==> config.mk <==
export PLATFORM = sky130hd
export DESIGN_NAME = elevator_request_latch
export DESIGN_NICKNAME = d
export VERILOG_FILES = /design/src/rtl/elevator_request_latch.sv
export SDC_FILE = /design/constraint.sdc
export NUM_CORES = 1
export LEC_CHECK = 0
export BUFFER_PORTS_ARGS = -buffer_cell sky130_fd_sc_hd__clkbuf_2
export CORE_AREA = 2 2 39 41
export CTS_CLUSTER_DIAMETER = 100
export DETAILED_ROUTE_END_ITERATION = 10
export DIE_AREA = 0 0 41 43
export HOLD_SLACK_MARGIN = 0.02
export SYNTH_ARGS = -nofsm -noshare
export SYNTH_HDL_FRONTEND = slang
export SYNTH_SLANG_ARGS = --single-unit
==> constraint.sdc <==
create_clock -name clk -period 3.1 [get_ports clk]
set_input_delay 0.62 -clock clk [delete_from_list [all_inputs] [get_ports clk]]
set_output_delay 0.62 -clock clk [all_outputs]
set_load 0.05 [all_outputs]
==> src/rtl/elevator_request_latch.sv <==
// -----------------------------------------------------------------------------
// elevator_request_latch
//
// Purpose:
//   Latches floor-call button presses into a 5-bit pending-request register
//   that drives the request inputs of the downstream elevator controller.
//   A request for floor i is set on a press of button i. It is cleared when
//   the controller reports arrival at floor i. The block does not prioritise
//   or reorder requests.
//
// Configuration:
//   DEBOUNCE_EN (macro) - when defined, a press is accepted only after
//                         DB_CYCLES consecutive high samples, using a 4-bit
//                         saturating counter per button. When undefined,
//                         a press is a plain rising edge and no counters exist.
//   DB_CYCLES (param)   - debounce length, legal range 2..15.
//
// Ports:
//   clk                       single clock, all state on its rising edge
//   rst                       synchronous active-high reset
//   bgnd,b1st,b2nd,b3rd,b4th  raw floor-call buttons (clk-synchronous levels)
//   floor[2:0]                current floor, 0..4 valid, 5..7 ignored
//   arrived                   one-cycle strobe: car stopped at floor
//   rgnd,r1st,r2nd,r3rd,r4th  registered pending-request bits
//   pending                   OR of the request bits
//   req_count[2:0]            number of pending requests, 0..5
// -----------------------------------------------------------------------------
module elevator_request_latch #(
  parameter int unsigned DB_CYCLES = 4
) (
  input  logic       clk,
  input  logic       rst,
  input  logic       bgnd,
  input  logic       b1st,
  input  logic       b2nd,
  input  logic       b3rd,
  input  logic       b4th,
  input  logic [2:0] floor,
  input  logic       arrived,
  output logic       rgnd,
  output logic       r1st,
  output logic       r2nd,
  output logic       r3rd,
  output logic       r4th,
  output logic       pending,
  output logic [2:0] req_count
);

  // Reject an illegal debounce length at elaboration.
  if (DB_CYCLES < 2 || DB_CYCLES > 15) begin : g_bad_db_cycles
    $error("elevator_request_latch: DB_CYCLES must be in 2..15");
  end

  logic [4:0] btn;      // bit i = button for floor i, bit 0 = ground
  logic [4:0] req_q;    // pending requests
  logic [4:0] req_d;
  logic [4:0] prev_q;   // previous sample, or "held since reset" flag
  logic [4:0] prev_d;
  logic [4:0] press;    // accepted presses at this edge
  logic [4:0] clr;      // one-hot clear from an arrival

  assign btn = {b4th, b3rd, b2nd, b1st, bgnd};

  // Arrival at an invalid floor (5..7) decodes to no clear at all.
  always_comb begin
    // NOTE: every combinational output gets a default first, so no path
    // leaves it unassigned and no latch is inferred.
    clr = '0;
    if (arrived && (floor <= 3'd4)) begin
      clr[floor] = 1'b1;
    end
  end

`ifdef DEBOUNCE_EN
  localparam logic [3:0] DB_ACCEPT = 4'(DB_CYCLES - 1);

  logic [3:0] cnt_q [5];
  logic [3:0] cnt_d [5];

  // The counter saturates at 15 and DB_CYCLES <= 15, so the counter passes
  // through DB_CYCLES exactly once per high period. prev_q marks a button
  // held through reset. Such a button is ignored until it reads low once.
  always_comb begin
    for (int i = 0; i < 5; i++) begin
      cnt_d[i]  = cnt_q[i];
      press[i]  = 1'b0;
      prev_d[i] = prev_q[i] & btn[i];
      if (!btn[i]) begin
        cnt_d[i] = '0;
      end else begin
        if (cnt_q[i] != 4'hF) begin
          cnt_d[i] = cnt_q[i] + 4'd1;
        end
        press[i] = (cnt_q[i] == DB_ACCEPT) && !prev_q[i];
      end
    end
  end

  always_ff @(posedge clk) begin
    // NOTE: the counter array is control state, not storage. Each entry is
    // reset explicitly, so no button can inherit a stale partial count.
    if (rst) begin
      for (int i = 0; i < 5; i++) begin
        cnt_q[i] <= '0;
      end
    end else begin
      for (int i = 0; i < 5; i++) begin
        cnt_q[i] <= cnt_d[i];
      end
    end
  end
`else
  // A press is a low-to-high transition between consecutive samples.
  always_comb begin
    press  = btn & ~prev_q;
    prev_d = btn;
  end
`endif

  // A clear wins over a press on the same floor. Other floors are independent.
  always_comb begin
    req_d = (req_q | press) & ~clr;
  end

  // prev_q loads the live buttons during reset. A button held through reset
  // therefore looks "already seen" and cannot latch until it is re-pressed.
  always_ff @(posedge clk) begin
    // NOTE: sequential state uses non-blocking assignments only, so all flops
    // sample their inputs from the same instant of the edge.
    if (rst) begin
      req_q  <= '0;
      prev_q <= btn;
    end else begin
      req_q  <= req_d;
      prev_q <= prev_d;
    end
  end

  // Status is decoded straight from the register, so it never lags R.
  always_comb begin
    req_count = '0;
    for (int i = 0; i < 5; i++) begin
      req_count = req_count + {2'b00, req_q[i]};
    end
    pending = |req_q;
  end

  assign rgnd = req_q[0];
  assign r1st = req_q[1];
  assign r2nd = req_q[2];
  assign r3rd = req_q[3];
  assign r4th = req_q[4];

endmodule

# Word-level counts from Yosys, hierarchy flattened
# Index checks and enable logic that the tools add are counted.
# Widths: inputs -> output; s select.
word_totals:
  wordCells: 20
  input_bits: 11
  out_inout_bits: 9
  ff_bits: 10
  mem_bits_ro: 0
  mem_bits_rw: 0
  latchBits: 0
  n_memories: 0
op_classes:
  muxes: 3
  div_mod_pow: 0
  n_eq_ne: 0
  reduce_logical: 3
  multipliers: 0
  n_addsub: 4
  n_shift: 0
  bitwise: 5
  order_cmp: 3
ops:
  columns: ["cell", "n"]
  rows:
  - ["$and 5x5->5", 2]
  - ["$not 5->5", 2]
  - ["$add 3x1->3", 2]
  - ["$mux 5", 1]
  - ["$or 5x5->5", 1]
  - ["$reduce_or 5->1", 1]
  - ["$lt 3x4->1 const B", 1]
  - ["$add 2x1->3", 1]
  - ["$demux 1 s3", 1]
  - ["$ge 3x1->1 const B", 1]
  - ["$le 3x3->1 const B", 1]
  - ["$add 1x1->2", 1]
  - ["$logic_and 1x1->1", 2]
  - ["$mux 1", 1]

# Depth between registers and ports, before layout
logic_depth:
  ltp_word: 7
  mapped_depth: 5
  mapped_depth_nobuf: 5

# Least setup slack after synthesis
# OpenSTA, ideal clock, no wires.
synth_timing:
  kind: "register to output"
  from: "register req_q[0]"
  to: "output port req_count[1]"
  required_time_ns: 2.480
  path_slack_ns: 0.205
  n_path_buf: 0
  stages_incl_launch_ff: 6
  t_arrival_ns: 2.275
  cell_sequence: "dfxtp_1 inv_1 fa_1 inv_1 fa_1 ha_1"
synth_via:
  elab_chain_len: 4
synth_lines:
  columns: ["element", "line", "text"]
  rows:
  - ["start: declaration", "55", "logic [4:0] req_q;"]
  - ["start signal: assignment", "134", "req_q <= req_d;"]
  - ["$add 1x1->2", "143", "req_count = req_count + {2'b00, req_q[i]};"]
  - ["$add 2x1->3", "143", null]
  - ["$add 3x1->3 (2 in a row)", "143", null]
  - ["end: declaration", "46", "output logic [2:0] req_count"]
# Every way passes these cells.

# Worst setup path in the final report
# Ends and elaborated chain as after synthesis.

==> impl_metrics.toml <==
[clocking]
cts-root-buf = "clkbuf_4"
insertion_delay_ps = 260
cts_buffer_depth = 2
cts_sinks = 10
cts-htree-levels = 1
clk_pin_slew_ps = 60
ctsResizeCount = 0
cts_buffers = 3
hold_buffers = 0
cts_setup_buffers = 0
cts_tree = "built"

[logic_synthesis]
synth_area_leaders = "dfxtp_1 49%, fa_1 9.8%, a221oi_1 8.6%"
synth_xor_area_frac = 0
synthDistinctLibCells = 11
netlist_instances = 37
avgSynthCellArea_um2 = 11.02
synthMuxAreaShare = 0
synth_top_area_cell = "dfxtp_1"
synthSimpleGateAreaFrac = 0.1626
synthAdderAreaFrac = 0.1595
synth_top_family_by_area = "simple AND/OR/NAND/NOR gates"
synth_nets = 52
synth_area_um2 = 407.9
synth_compound_area_frac = 0.1043
seq_area_frac_synth = 0.4908
synth_top_area_share = 0.4908
ys_seq_elements = 10
synth_warnings = 0

[critical_path]
slowest_stage = "fa_1"
regToRegSetupSlack_ps = 2300
worstPathCellList = "inv_1 -> fa_1 -> inv_1 -> fa_1 -> ha_1 -> clkbuf_2"
cp-end-kind = "primary output"
max_stage_delay_ps = 550
cp_max_fo = 3
path_class = "flip-flop to primary output"
crit_arrival_ps = 2190
required_ps = 2480
crit_path_start_kind = "flip-flop"

[global_route]
grt_first_pass_wirelength_um = 1179
grt_usage = 0.1122
top_usage_layer = "met2"
grtUsageMet2 = 0.1656
grt_pass1_vias = 305
use_met1 = 0.1020
grt_max_degree = 6
antenna_found_initial = 0
grt_use_met3 = 0.03141
globalRouteOverflowTotal = 0

[place]
post-place-ws_ps = 560.7
gp_congestion = 0.6478
dp_hpwl_um = 675.5
port_buffers = 19

[power_and_ir_drop]
p_leak_nw = 0.2805
peakVddDrop_v = 0.0002123
p_per_area_nw_per_um2 = 586.4

[timing]
setup-tns-final_ps = 0
worst_slack_ps = 294.5
fin_crit_sh = 0.9050
finalSetupViolCount = 0
finalHoldViolations = 0
holdWs_ps = 470.9
rsz0062_at_grt = "false"
slew_viol_final = 0
post-route-min-period_ps = 2805
clock_skew_ps = 8.040
fmax_mhz = 356.4
slew_headroom = 0.8141
tightest_slew_ps = 280.0

[finish]
n_fill_cell = 151
syn2layout_area_growth_pct = 33.74
n_antenna_cell = 0
fin_nets = 76
layout-drive-gt1-share = 0.3898

[detailed_routing]
final_antenna_net_count = 0
first_pass_iters = 1
routed_via_density = 4.400
routed_wl_um = 766
wl_per_cell_um = 10.21
drtIter0Drc = 0
num_vias = 330
route.detailed.drc = 0

[floorplan]
dieWidth_um = 41
start_util = 0.2948
io_pins = 20
dieHeight_um = 43
coreArea_um2 = 1384
num_rows = 14
fp.dieArea_um2 = 1763

[worst_hold_path]
hp-class = "input port to flip-flop"

[status]
status = "finished, final reports clean"

[flow_run]
drv_cap = 0
-- power by group --
part / total [W] / internal [W] / leakage, nW / switching [W]
Combinational: 0.0000938 / 0.0000241 / 0.183 / 0.0000697
Sequential: 0.000140 / 0.000137 / 0.0836 / 0.00000343
Clock: 0.0000861 / 0.0000447 / 0.0138 / 0.0000414
Total: 0.000320 / 0.000205 / 0.281 / 0.000115
-- through the flow --
stage	instance area, um^2	cells	utilization	power (W)
final	545.5	75	0.3942	0.0003199
after global routing	545.5	75	0.3942	0.0003431
after CTS	545.5	75	0.3942	0.0003237
after detailed placement	523.0	72	0.3779	0.0002389
after global placement	523.0	72	0.3779	0.0002360
after floorplan	407.9	37	-	0.0002162
-- final cells by class --
class / instances / area [um^2] / share of cell area
sequential: 10 / 200.2 / 0.3670
timing repair buffer: 19 / 95.09 / 0.1743
tap: 16 / 20.02 / 0.03670
multi-input combinational: 18 / 173.9 / 0.3188
inverter: 9 / 33.78 / 0.06193
clock buffer: 3 / 22.52 / 0.04128
-- placed cells by master, fill, tap and decap left out --
| cell type | Yosys | routed |
|---|---|---|
| a211oi_1 | 1 | 1 |
| nand4_1 | 1 | 1 |
| and4bb_2 | 1 | 1 |
| ha_1 | 2 | 2 |
| a221oi_1 | 4 | 4 |
| and3b_1 | 1 | 1 |
| fa_1 | 2 | 2 |
| inv_1 | 9 | 9 |
| clkbuf_4 | 0 | 3 |
| nand2b_1 | 5 | 5 |
| clkbuf_2 | 0 | 19 |
| dfxtp_1 | 10 | 10 |
| nor3b_1 | 1 | 1 |
-- cell families (layout without fill, tap and decap cells) --
kind of cell,Yosys count,in the layout
and+or+nand+nor,9,9
AOI/OAI and AO/OA,5,5
buffers and inverters,9,31
adders and majority gates,4,4
DFF,10,10
-- final timing paths --
check	start	endpoint	cells past startpoint
min	b3rd	prev_q[3]	1
max reg2reg	req_q[1]	req_q[1]	2
min reg2reg	prev_q[4]	req_q[4]	2
max	req_q[0]	req_count[1]	6
-- routing by layer --
layer  vias to the layer above  part of all wire
met5                         -                 0
met4                         0             0.059
met3                         4             0.050
met2                        12              0.51
met1                       146              0.38
li1                        168                 -
-- synth_stat cells --
cell type  instances
a221oi_1           4
nand2b_1           5
a211oi_1           1
inv_1              9
and3b_1            1
ha_1               2
nand4_1            1
fa_1               2
nor3b_1            1
dfxtp_1           10
and4bb_2           1
-- critical path, delay by kind of cell, from the launching register on --
kind,cells,cell delay (ps)
adders and majority gates,3,1200
buffers and inverters,3,410
DFF,1,320
-- state kept, by name, indices dropped and copies added, names as in the netlist --
signal,count
prev_q,5
req_q,5
Note: power is estimated with default switching activity, not from simulation.
